==> config.mk <==
export PLATFORM = sky130hd
export DESIGN_NAME = quad_sum_count_seq
export DESIGN_NICKNAME = d
export VERILOG_FILES = /design/src/rtl/quad_sum_count_seq.sv
export SDC_FILE = /design/constraint.sdc
export NUM_CORES = 1
export LEC_CHECK = 0
export BUFFER_PORTS_ARGS = -buffer_cell sky130_fd_sc_hd__buf_2
export CAP_MARGIN = 25
export CORE_ASPECT_RATIO = 0.9
export CORE_MARGIN = 3
export CORE_UTILIZATION = 50
export DETAILED_ROUTE_END_ITERATION = 6
export HOLD_SLACK_MARGIN = 0.06
export PLACE_DENSITY = 0.82
export SLEW_MARGIN = 20
export SYNTH_ARGS = -nofsm -noshare
export SYNTH_HDL_FRONTEND = slang
export SYNTH_SLANG_ARGS = --single-unit
==> constraint.sdc <==
create_clock -name clk -period 13.8 [get_ports clk]
set_clock_uncertainty 0.1 [all_clocks]
set_input_delay 0.69 -clock clk [delete_from_list [all_inputs] [get_ports clk]]
set_output_delay 0.69 -clock clk [all_outputs]
set_load 0.01 [all_outputs]
==> src/rtl/quad_sum_count_seq.sv <==
// Sequential quadruple-sum counter: walks every i<j<m<l over N W-bit elements, one per clock,
// counting sums equal to k. Define QUAD_CNT_SAT_EN for a saturating count with sticky ovf.
module quad_sum_count_seq #(
   parameter int N  = 100,
   parameter int W  = 1,
   parameter int CW = 22
) (
   input  logic            clk,
   input  logic            rst_n,
   input  logic            start,
   input  logic            clear,
   input  logic [N*W-1:0]  input_array,
   input  logic [W+1:0]    k,
   output logic            busy,
   output logic            done,
   output logic [CW-1:0]   count
`ifdef QUAD_CNT_SAT_EN
   ,
   output logic            ovf
`endif
);

   localparam int IW = (N > 1) ? $clog2(N) : 1;
   typedef logic [IW-1:0] idx_t;

   localparam idx_t LAST_I = idx_t'(N - 4);
   localparam idx_t NM1    = idx_t'(N - 1);
   localparam idx_t NM2    = idx_t'(N - 2);
   localparam idx_t NM3    = idx_t'(N - 3);

   generate
      if (N < 4) begin : g_n_check
         $error("quad_sum_count_seq: N must be at least 4");
      end
   endgenerate

   typedef enum logic [1:0] {S_IDLE, S_RUN, S_DONE} state_t;

   state_t          state_q, state_d;
   idx_t            i_q, i_d, j_q, j_d, m_q, m_d, l_q, l_d;
   logic [CW-1:0]   count_q, count_d;
   logic [N*W-1:0]  arr_q, arr_d;
   logic [W+1:0]    k_q, k_d;
   logic [W+1:0]    sum;
   logic            match;
`ifdef QUAD_CNT_SAT_EN
   logic            ovf_q, ovf_d;
`endif

   function automatic logic [W-1:0] elem(input logic [N*W-1:0] a, input idx_t e);
      return a[int'(e)*W +: W];
   endfunction

   function automatic logic [CW-1:0] cnt_inc(input logic [CW-1:0] c);
`ifdef QUAD_CNT_SAT_EN
      return (&c) ? c : c + CW'(1);
`else
      return c + CW'(1);
`endif
   endfunction

   always_comb begin
      state_d = state_q;
      i_d     = i_q;
      j_d     = j_q;
      m_d     = m_q;
      l_d     = l_q;
      count_d = count_q;
      arr_d   = arr_q;
      k_d     = k_q;
`ifdef QUAD_CNT_SAT_EN
      ovf_d   = ovf_q;
`endif
      // Two guard bits keep the four-way sum exact: 4*(2^W-1) < 2^(W+2).
      sum   = {2'b00, elem(arr_q, i_q)} + {2'b00, elem(arr_q, j_q)}
            + {2'b00, elem(arr_q, m_q)} + {2'b00, elem(arr_q, l_q)};
      match = (sum == k_q);

      if (clear) begin
         state_d = S_IDLE;
         count_d = '0;
`ifdef QUAD_CNT_SAT_EN
         ovf_d   = 1'b0;
`endif
      end else begin
         case (state_q)
            S_IDLE, S_DONE: begin
               if (start) begin
                  state_d = S_RUN;
                  arr_d   = input_array;
                  k_d     = k;
                  count_d = '0;
                  i_d     = idx_t'(0);
                  j_d     = idx_t'(1);
                  m_d     = idx_t'(2);
                  l_d     = idx_t'(3);
`ifdef QUAD_CNT_SAT_EN
                  ovf_d   = 1'b0;
`endif
               end
            end
            S_RUN: begin
               if (match) begin
                  count_d = cnt_inc(count_q);
`ifdef QUAD_CNT_SAT_EN
                  ovf_d   = ovf_q | (&count_q);
`endif
               end
               // i reaching N-4 forces (j,m,l) = (N-3,N-2,N-1): the final quadruple.
               if (i_q == LAST_I) begin
                  state_d = S_DONE;
               end else if (l_q < NM1) begin
                  l_d = l_q + idx_t'(1);
               end else if (m_q < NM2) begin
                  m_d = m_q + idx_t'(1);
                  l_d = m_q + idx_t'(2);
               end else if (j_q < NM3) begin
                  j_d = j_q + idx_t'(1);
                  m_d = j_q + idx_t'(2);
                  l_d = j_q + idx_t'(3);
               end else begin
                  i_d = i_q + idx_t'(1);
                  j_d = i_q + idx_t'(2);
                  m_d = i_q + idx_t'(3);
                  l_d = i_q + idx_t'(4);
               end
            end
            default: state_d = S_IDLE;
         endcase
      end
   end

   always_ff @(posedge clk or negedge rst_n) begin
      if (!rst_n) begin
         state_q <= S_IDLE;
         i_q     <= '0;
         j_q     <= '0;
         m_q     <= '0;
         l_q     <= '0;
         count_q <= '0;
`ifdef QUAD_CNT_SAT_EN
         ovf_q   <= 1'b0;
`endif
      end else begin
         state_q <= state_d;
         i_q     <= i_d;
         j_q     <= j_d;
         m_q     <= m_d;
         l_q     <= l_d;
         count_q <= count_d;
`ifdef QUAD_CNT_SAT_EN
         ovf_q   <= ovf_d;
`endif
      end
   end

   // Captured operands only matter while RUN, so they carry no reset.
   always_ff @(posedge clk) begin
      arr_q <= arr_d;
      k_q   <= k_d;
   end

   assign busy  = (state_q == S_RUN);
   assign done  = (state_q == S_DONE);
   assign count = count_q;
`ifdef QUAD_CNT_SAT_EN
   assign ovf   = ovf_q;
`endif

endmodule

---- After elaboration in Yosys (flattened, before gate mapping) ----
Index checks and enable logic that the tools add are counted.
Widths: inputs -> output; s select.
word-level totals
  output and inout bits ................... 24
  bits in registers ....................... 155
cells by class
  shift-type cells ........................ 4
  bitwise logic cells ..................... 1
  reductions and logical operators ........ 11
  muxes and demuxes ....................... 32
  order comparisons ....................... 3
  eq/ne operators ......................... 12
  add/sub/neg operators ................... 14
operators with widths
  cell                   number
  $shiftx 100x8->1       4
  $mux 7                 20
  $mux 22                3
  $pmux 7 s2             4
  $pmux 22 s2            1
  $add 7x2->7 const B    5
  $add 7x1->7 const B    4
  $add 22x1->22 const B  1
  $lt 7x7->1 const B     3
  $ne 2x2->1 const B     5
  $add 7x3->7 const B    1
  $eq 7x7->1 const B     1
  $reduce_and 7->1       1
  $mux 2                 3
  $ne 3x2->1 const B     2
  $reduce_and 3->1       2
  $reduce_and 6->1       1
  $reduce_and 5->1       1
  $pmux 2 s2             1
  $reduce_and 4->1       1
  $add 2x1->3            1
  $add 3x1->3            1
  $eq 3x3->1             1
  $ne 3x3->1 const B     1
  other kinds (9)        9

---- Depth between registers and ports, before layout ----
Gate-level depths: netlist of run 1.
  depth after elaboration ................. 8
  mapped depth ............................ 18
  depth with buffers taken out ............ 14

---- Worst setup path after synthesis of run 1 ----
No wires, ideal clock.
  path kind ............................... input to register
  start point ............................. input port start
  end point ............................... register i_q[4]
  setup slack ............................. 9.040 ns
  data arrival time ....................... 4.513 ns
  stages on the path ...................... 8
  library setup time ...................... 0.147 ns
  data required time ...................... 13.553 ns
  buffers on the path ..................... 2
  path through ............................ nand2b_1 or2_2 clkbuf_1 clkinv_1 o22ai_2 buf_2 o31ai_1 a21oi_1
on the way
  cells in the longest elaborated chain, start to end .. 2
RTL lines
  element                            line  text
  start, declared                    10    input logic start,
  $ne 2x2->1 (no source line)        n/a
  $reduce_and 7->1 (no source line)  n/a
  end signal, assigned               146   i_q <= i_d;
  end, declared                      40    idx_t i_q, i_d, j_q, j_d, m_q, m_d, l_q, l_d;
No other way between the ends.
A chain may end at the register's enable or synchronous reset.

---- Worst setup path after layout of run 1 ----
  start point ............................. register j_q[2]
  end point ............................... register count_q[19], in the netlist count[19]
on the way
  cells in the longest elaborated chain, start to end .. 7
RTL lines
  element                            line  text
  start, declared                    40
  start signal, assigned             147   j_q <= j_d;
  $shiftx 100x8->1                   51    return a[int'(e)*W +: W];
  $add 1x1->2                        75    sum = {2'b00, elem(arr_q, i_q)} + {2'b00, elem(arr_q, j_q)}
  $add 2x1->3                        76    + {2'b00, elem(arr_q, m_q)} + {2'b00, elem(arr_q, l_q)};
  $add 3x1->3                        76
  $eq 3x3->1                         77    match = (sum == k_q);
  $ne 3x2->1 (no source line)        n/a
  $reduce_and 3->1 (no source line)  n/a
  end signal, assigned               150   count_q <= count_d;
  end, declared                      41    logic [CW-1:0] count_q, count_d;
No other way between the ends.

==> impl_metrics.csv, run 1 <==
group,metric,value,unit
finish,regArea,0.00440,mm2
timing,rsz0062_at_grt,"no",
floorplan,ios,131,
logic_synthesis,syn_inst,852,
logic_synthesis,synthArstFlopShare,0.335,
clock_network,htreeDepth,4,
power_and_ir_drop,p_leak,4.42,nW
setup_path,ff2ff_path_depth,14,
setup_path,path_class,"flop to flop",
clock_network,hold_buffers,0,
setup_path,crit_start,"j_q[2]",
timing,fin_hold_ws,0.277,ns
outcome,outcome,"finished, final reports clean",
clock_network,tritoncts,"done",
finish,multiInputGateArea,0.00548,mm2
placement,gp_congestion,1.01,
finish,layout-area-overhead-vs-synth,14.0,%
clock_network,clk_pin_slew_worst_paths,0.07,ns
setup_path,startpoint_type,"flop",
global_route,antenna_found_initial,0,
floorplan,core,0.0201,mm2
finish,nNetsFinal,1076,
clock_network,cts_setup_buffers,0,
placement,preCtsSetupSlack,8.43,ns
clock_network,cts.sinks,155,
placement,port-buffer-count,130,
power_and_ir_drop,power_density,138,mW/mm2
setup_path,crit_path_max_fanout,25,
flow_run,drv_cap,0,
routing,routedWlPerCell,24.5,um
timing,slew_violations,0,
routing,totalWireLength,29900,um
min_path,hold_class,"input pin to async pin",
global_route,grt_pass1_vias,8343,
finish,fill_cells,1604,
finish,drive_gt1_frac,0.305,
floorplan,initial_core_util,0.511,
floorplan,rows,49,
logic_synthesis,synth-edff-count,103,
timing,setup_tns,0,ns
clock_network,root_buffer,"clkbuf_16",
timing,hold_viol,0,
finish,antenna_cells,0,
logic_synthesis,synth_ff_type,"edfxtp_1",
global_route,gr-total-overflow,0,
logic_synthesis,ys_seq_area_frac,0.428,
floorplan,die_w,157,um
routing,postRouteAntennaNets,0,
routing,detail_route.iter0.violations,1486,
floorplan,fp.dieH,142,um
routing,viasPerCell,6.99,
setup_path,rrSetupSlack,8.29,ns
global_route,grt_max_degree,74,
global_route,grtUsageTotal,0.272,
floorplan,die_area,0.0223,mm2
global_route,grt_pass1_wl,46800,um
logic_synthesis,netlist_area,0.0103,mm2
logic_synthesis,avgSynthCellArea,12.1,um2
timing,fin_crit_sh,0.399,
routing,drc,0,
clock_network,cts_buffers,17,
logic_synthesis,synth_warnings,0,
clock_network,clock_latency,0.44,ns
routing,drt_first_pass_iters,6,
logic_synthesis,ys_types,73,
timing,setup_viol,0,
timing,max_freq,0.182,GHz
timing,timing.final.crit_period,5.51,ns
setup_path,r2r_start,"j_q[2]",
setup_path,worst_setup_path_end_kind,"flop",
timing,tightest_slew,1.05,ns
setup_path,cp.arrival,5.76,ns
clock_network,post_cts_resized,0,
setup_path,required,14.06,ns
routing,num_vias,8507,
timing,slew_headroom,0.298,
placement,dp_hpwl,20000,um
setup_path,r2r-end,"count[19]",
clock_network,clock_path_buffers,2,
timing,setup_ws,8.29,ns
logic_synthesis,synth-seq-cells,155,
logic_synthesis,synth_nets,979,
power_and_ir_drop,ir_drop,0.125,mV
-- report_power, final --
| group | internal, W | total, W | leakage, nW | switching [W] |
|---|---|---|---|---|
| Combinational | 0.000253 | 0.000541 | 2.46 | 0.000288 |
| Sequential | 0.000527 | 0.000580 | 1.66 | 0.0000536 |
| Clock | 0.000276 | 0.000490 | 0.298 | 0.000214 |
| Total | 0.00106 | 0.00161 | 4.42 | 0.000556 |
-- cells in the final DEF (no fill, tap or decap), drive strengths merged, types with 5 or more instances in the layout --
cell     count
a31oi       22
edfxtp     103
a221oi       7
clkinv       6
buf        148
and3        13
nand2b       8
or4          7
mux2        12
o21ai       35
xor2        11
a211oi       6
o22ai        8
nor2        34
xnor2       15
o31ai       19
nand3       35
nand2       66
o2111ai      5
clkbuf      19
or3          7
nor3        10
inv         30
nor2b       13
ha          19
mux4        88
and2         5
a21oi       38
nand4       10
dfrtp       52
mux2i       40
-- cells in the mapped netlist (all sizes together) (4+ instances only) --
cell type	count	area [um2]
buf	29	155
nand3	35	175
or2	4	25.0
mux2i	40	400
nor3	10	50.1
a31oi	22	138
a32oi	4	35.0
nand2	66	248
edfxtp	103	3090
a211oi	6	45.0
and2	5	31.3
or3	7	43.8
o21ai	35	175
o22ai	8	56.3
ha	19	238
mux4	88	1980
o311ai	4	35.0
clkbuf	41	154
dfrtp	52	1300
or4	7	52.6
a221oi	7	61.3
nand4	10	62.6
nand2b	8	50.1
o31ai	19	143
nor2	34	128
inv	21	78.8
mux2	12	135
xor2	11	96.3
a21oi	38	190
o211ai	4	30.0
clkinv	4	15.0
o2111ai	5	43.8
xnor2	15	131
a22oi	4	30.0
nor2b	13	81.3
and3	13	81.3
-- registers in the layout (all words and copies together) (netlist names) --
name / count
j_q: 7
l_q: 7
i_q: 7
state_q: 2
count: 22
k_q: 3
m_q: 7
arr_q: 100
-- area by class of cell --
cell class,count,area share
clock buffers,19,0.0370
multi-input cells,602,0.468
repair buffers,148,0.0688
well taps,255,0.0272
flip-flops and latches,155,0.376
inverters,25,0.00823
clock inverters,13,0.0149
-- critical path: stages, from the launching register on --
cell,delay [ns]
dfrtp_1,1.04
clkinv_1,0.60
mux2i_1,0.23
o2111ai_1,0.20
o311ai_0,0.16
a211o_1,0.34
fa_1,0.53
inv_1,0.05
ha_1,0.19
ha_1,0.29
xor2_1,0.20
nor4_4,0.36
o211ai_1,0.35
or4_1,0.61
a21oi_1,0.17
-- per-stage QoR --
stage / utilization / std cells / total power, W / cell area, um2
after floorplan: - / 852 / 0.000970 / 10300
after global placement: 0.550 / 1183 / 0.00109 / 11100
after detailed placement: 0.550 / 1183 / 0.00110 / 11100
after CTS: 0.581 / 1215 / 0.00159 / 11700
after global routing: 0.582 / 1217 / 0.00168 / 11700
final: 0.582 / 1217 / 0.00161 / 11700
-- kinds of logic after synthesis --
kind of cell | after synthesis | share of synthesized area
buf+inv | 95 | 0.0392
fa+ha+maj | 20 | 0.0251
simple gates | 226 | 0.113
mux | 140 | 0.245
flops | 155 | 0.428
xor+xnor | 26 | 0.0222
compound gates | 190 | 0.128
-- worst max-delay path by stage --
stage / endpoint / slack [ns] / depth (start not counted)
5_1_grt: count[0] / 8.03 / 14
2_1_floorplan: i_q[4] / 9.04 / 8
3_3_place_gp: count[17] / 8.65 / 14
3_5_place_dp: count[17] / 8.43 / 14
4_1_cts: count[17] / 8.40 / 14
6_report: count[19] / 8.29 / 14
-- metal layers --
layer,track usage,wire length (um)
met1,0.383,11200
met2,0.412,13900
met3,0.0566,3270
met4,0.125,1540
met5,0,0
Power figures use the tool's default switching activity.
==> inputs of run 2 (changes only) <==
==> constraint.sdc (replaced) <==
create_clock -name clk -period 5.4 [get_ports clk]
set_clock_uncertainty 0.1 [all_clocks]
set_input_delay 0.27 -clock clk [delete_from_list [all_inputs] [get_ports clk]]
set_output_delay 0.27 -clock clk [all_outputs]
set_load 0.01 [all_outputs]
==> run 2 against run 1 <==
  * The run now ends with DRC left
  * Count of clock-buffer cells in the layout is 2 lower
  * First-iteration DRC count down 13%
  * Die area stayed put
  * Hold slack improved by 0.092 ns
  * Sequential cell count unchanged
  * Register-to-register slack worse by 8.0 ns
  * Combinational power rose to 2.6 times the previous value
  * Global-route usage up 3.2 points
  * Cell count up 10%
  * Fmax up 7.8%
  * Critical endpoint unchanged
  * Largest cell class unchanged
  * Highest routed layer unchanged
==> impl_metrics.csv, run 2 (synthesized netlist as in run 1, its figures left out) <==
group,metric,value,unit
floorplan,core,0.0201,mm2
setup_path,ff2ff_path_depth,14,
global_route,grtUsageTotal,0.305,
routing,totalWireLength,33700,um
routing,postRouteAntennaNets,0,
clock_network,cts_setup_buffers,0,
clock_network,tritoncts,"done",
routing,drc,1,
timing,rsz0062_at_grt,"no",
floorplan,rows,49,
finish,finalInstanceArea,0.0129,mm2
min_path,hold_depth,4,
setup_path,critPathMaxStageDelay,0.98,ns
power_and_ir_drop,ir_drop,0.255,mV
routing,routedWlPerCell,25.2,um
finish,regArea,0.00440,mm2
placement,dp_hpwl,21000,um
floorplan,initial_core_util,0.511,
clock_network,clock_path_buffers,2,
finish,final_common_cell,"buf_2",
flow_run,drv_cap,0,
clock_network,htreeDepth,4,
timing,fin_crit_sh,0.946,
global_route,gr-total-overflow,0,
global_route,grt_pass1_vias,9045,
power_and_ir_drop,p_comb_frac,0.336,
setup_path,startpoint_type,"flop",
setup_path,required,5.66,ns
setup_path,r2r-end,"count[19]",
power_and_ir_drop,pwr-share-seq,0.368,
setup_path,crit_path_max_fanout,17,
finish,layout-area-overhead-vs-synth,25.2,%
placement,port-buffer-count,130,
power_and_ir_drop,p_int,0.00273,W
clock_network,cts.sinks,155,
timing,tightest_slew,1.10,ns
routing,drt_first_pass_iters,7,
finish,antenna_cells,0,
floorplan,fp.dieH,142,um
finish,nNetsFinal,1198,
finish,drive_gt1_frac,0.285,
power_and_ir_drop,p_sw,0.00150,W
global_route,grt_max_degree,59,
clock_network,cts_buffers,17,
finish,regMostFlops,"arr_q",
placement,gp_congestion,0.986,
finish,largest_reg_flops,100,
floorplan,die_area,0.0223,mm2
min_path,min_from,"start",
finish,multiInputGateArea,0.00548,mm2
power_and_ir_drop,clock_power_share,0.295,
setup_path,path_cells,"nor3b_1 > a221oi_1 > a31oi_1 > o21ai_0 > a31o_2 > fa_1 > inv_1 > ha_1 > ha_1 > xor2_1 > nor4_4 > o211ai_1 > or4_1 > a21oi_1",
setup_path,cp.arrival,5.37,ns
finish,mostFrequentLayoutCells,"buf_2, dlygate4sd3_1, edfxtp_1, mux4_2, nand2_1",
finish,fill_cells,1451,
setup_path,path_common_cell,"ha_1",
timing,fin_hold_ws,0.369,ns
outcome,outcome,"finished with violations",
setup_path,path_class,"flop to flop",
clock_network,clk_pin_slew_worst_paths,0.07,ns
min_path,hold_class,"input pin to flop",
clock_network,clock_latency,0.45,ns
placement,postPlaceCellArea,0.0112,mm2
power_and_ir_drop,power_density,329,mW/mm2
timing,hold_viol,0,
power_and_ir_drop,switching_share,0.355,
timing,setup_viol,0,
global_route,antenna_found_initial,0,
timing,slew_headroom,0.267,
setup_path,crit_start,"i_q[2]",
power_and_ir_drop,p_leak,4.93,nW
timing,timing.final.crit_period,5.11,ns
finish,fin_util,0.640,
setup_path,r2r_start,"i_q[2]",
setup_path,rrSetupSlack,0.29,ns
routing,num_vias,9239,
min_path,hold_end,"count[15]",
timing,slew_violations,0,
setup_path,slowest_stage,"dfrtp_1",
outcome,violations,"DRC",
setup_path,worst_setup_path_end_kind,"flop",
global_route,grt_pass1_wl,51700,um
timing,setup_tns,0,ns
clock_network,root_buffer,"clkbuf_16",
floorplan,die_w,157,um
timing,max_freq,0.196,GHz
floorplan,ios,131,
routing,detail_route.iter0.violations,1300,
routing,viasPerCell,6.90,
## run 2: cell count changes in the layout (fill, tap and decap cells not counted), moves of 2 or more
cell           previous run  this run
dlygate4sd3_1             0       106
buf_4                    16        34
clkinv_8                  1         4
clkbuf_1                  2         0
clkinvlp_4                0         2
## run 2: worst max-delay path: cells and delay by family, from the launching register on
family | cells | cell delay [ns]
AND/OR/NAND/NOR | 3 | 1.42
AO/OA/AOI/OAI | 6 | 1.25
adder cells (fa/ha/maj) | 3 | 1.03
flip-flops | 1 | 0.98
XOR/XNOR | 1 | 0.19
buffers and inverters | 1 | 0.05
## run 2: stage by stage
step / cells / total power (W) / worst slack (ns)
global route: 1339 / 0.00436 / 0.0944
floorplan: 852 / 0.00248 / 0.945
detailed placement: 1201 / 0.00286 / 0.351
global placement: 1201 / 0.00282 / 0.536
finish: 1339 / 0.00423 / 0.293
CTS: 1339 / 0.00416 / 0.304
## run 2: area by class of cell
type / count / area share
Tap cell: 255 / 0.0248
Clock inverter: 15 / 0.0142
Clock buffer: 17 / 0.0331
Timing Repair Buffer: 270 / 0.153
Inverter: 25 / 0.00749
Sequential cell: 155 / 0.342
Multi-Input combinational cell: 602 / 0.426
## run 2: power groups by stage
stage               logic [W]  clock network (W)  registers, W
floorplan             0.00107                  0       0.00141
global placement      0.00127                  0       0.00155
detailed placement    0.00130                  0       0.00156
CTS                   0.00138            0.00125       0.00154
global route          0.00150            0.00130       0.00157
finish                0.00142            0.00125       0.00156
## run 2: worst max path at each step
stage                      to  slack [ns]  cells past startpoint
detailed placement  count[19]        0.35                     14
global placement    count[19]        0.54                     13
CTS                 count[19]        0.30                     14
finish              count[19]        0.29                     14
global route        count[19]        0.09                     15
floorplan              i_q[4]        0.94                      8
## run 2: repair_timing
item	in CTS	in global routing
setup endpoints to repair	0	2
endpoints found under the hold margin	156	0
hold buffers	106	0
resized for setup	0	1
## run 2: layer usage
layer | share of wire | vias to the layer above | track usage
met2 | 0.47 | 792 | 0.489
met1 | 0.35 | 4407 | 0.386
li1 | - | 3843 | -
met4 | 0.060 | 0 | 0.160
met5 | 0 | - | 0
met3 | 0.11 | 197 | 0.0754
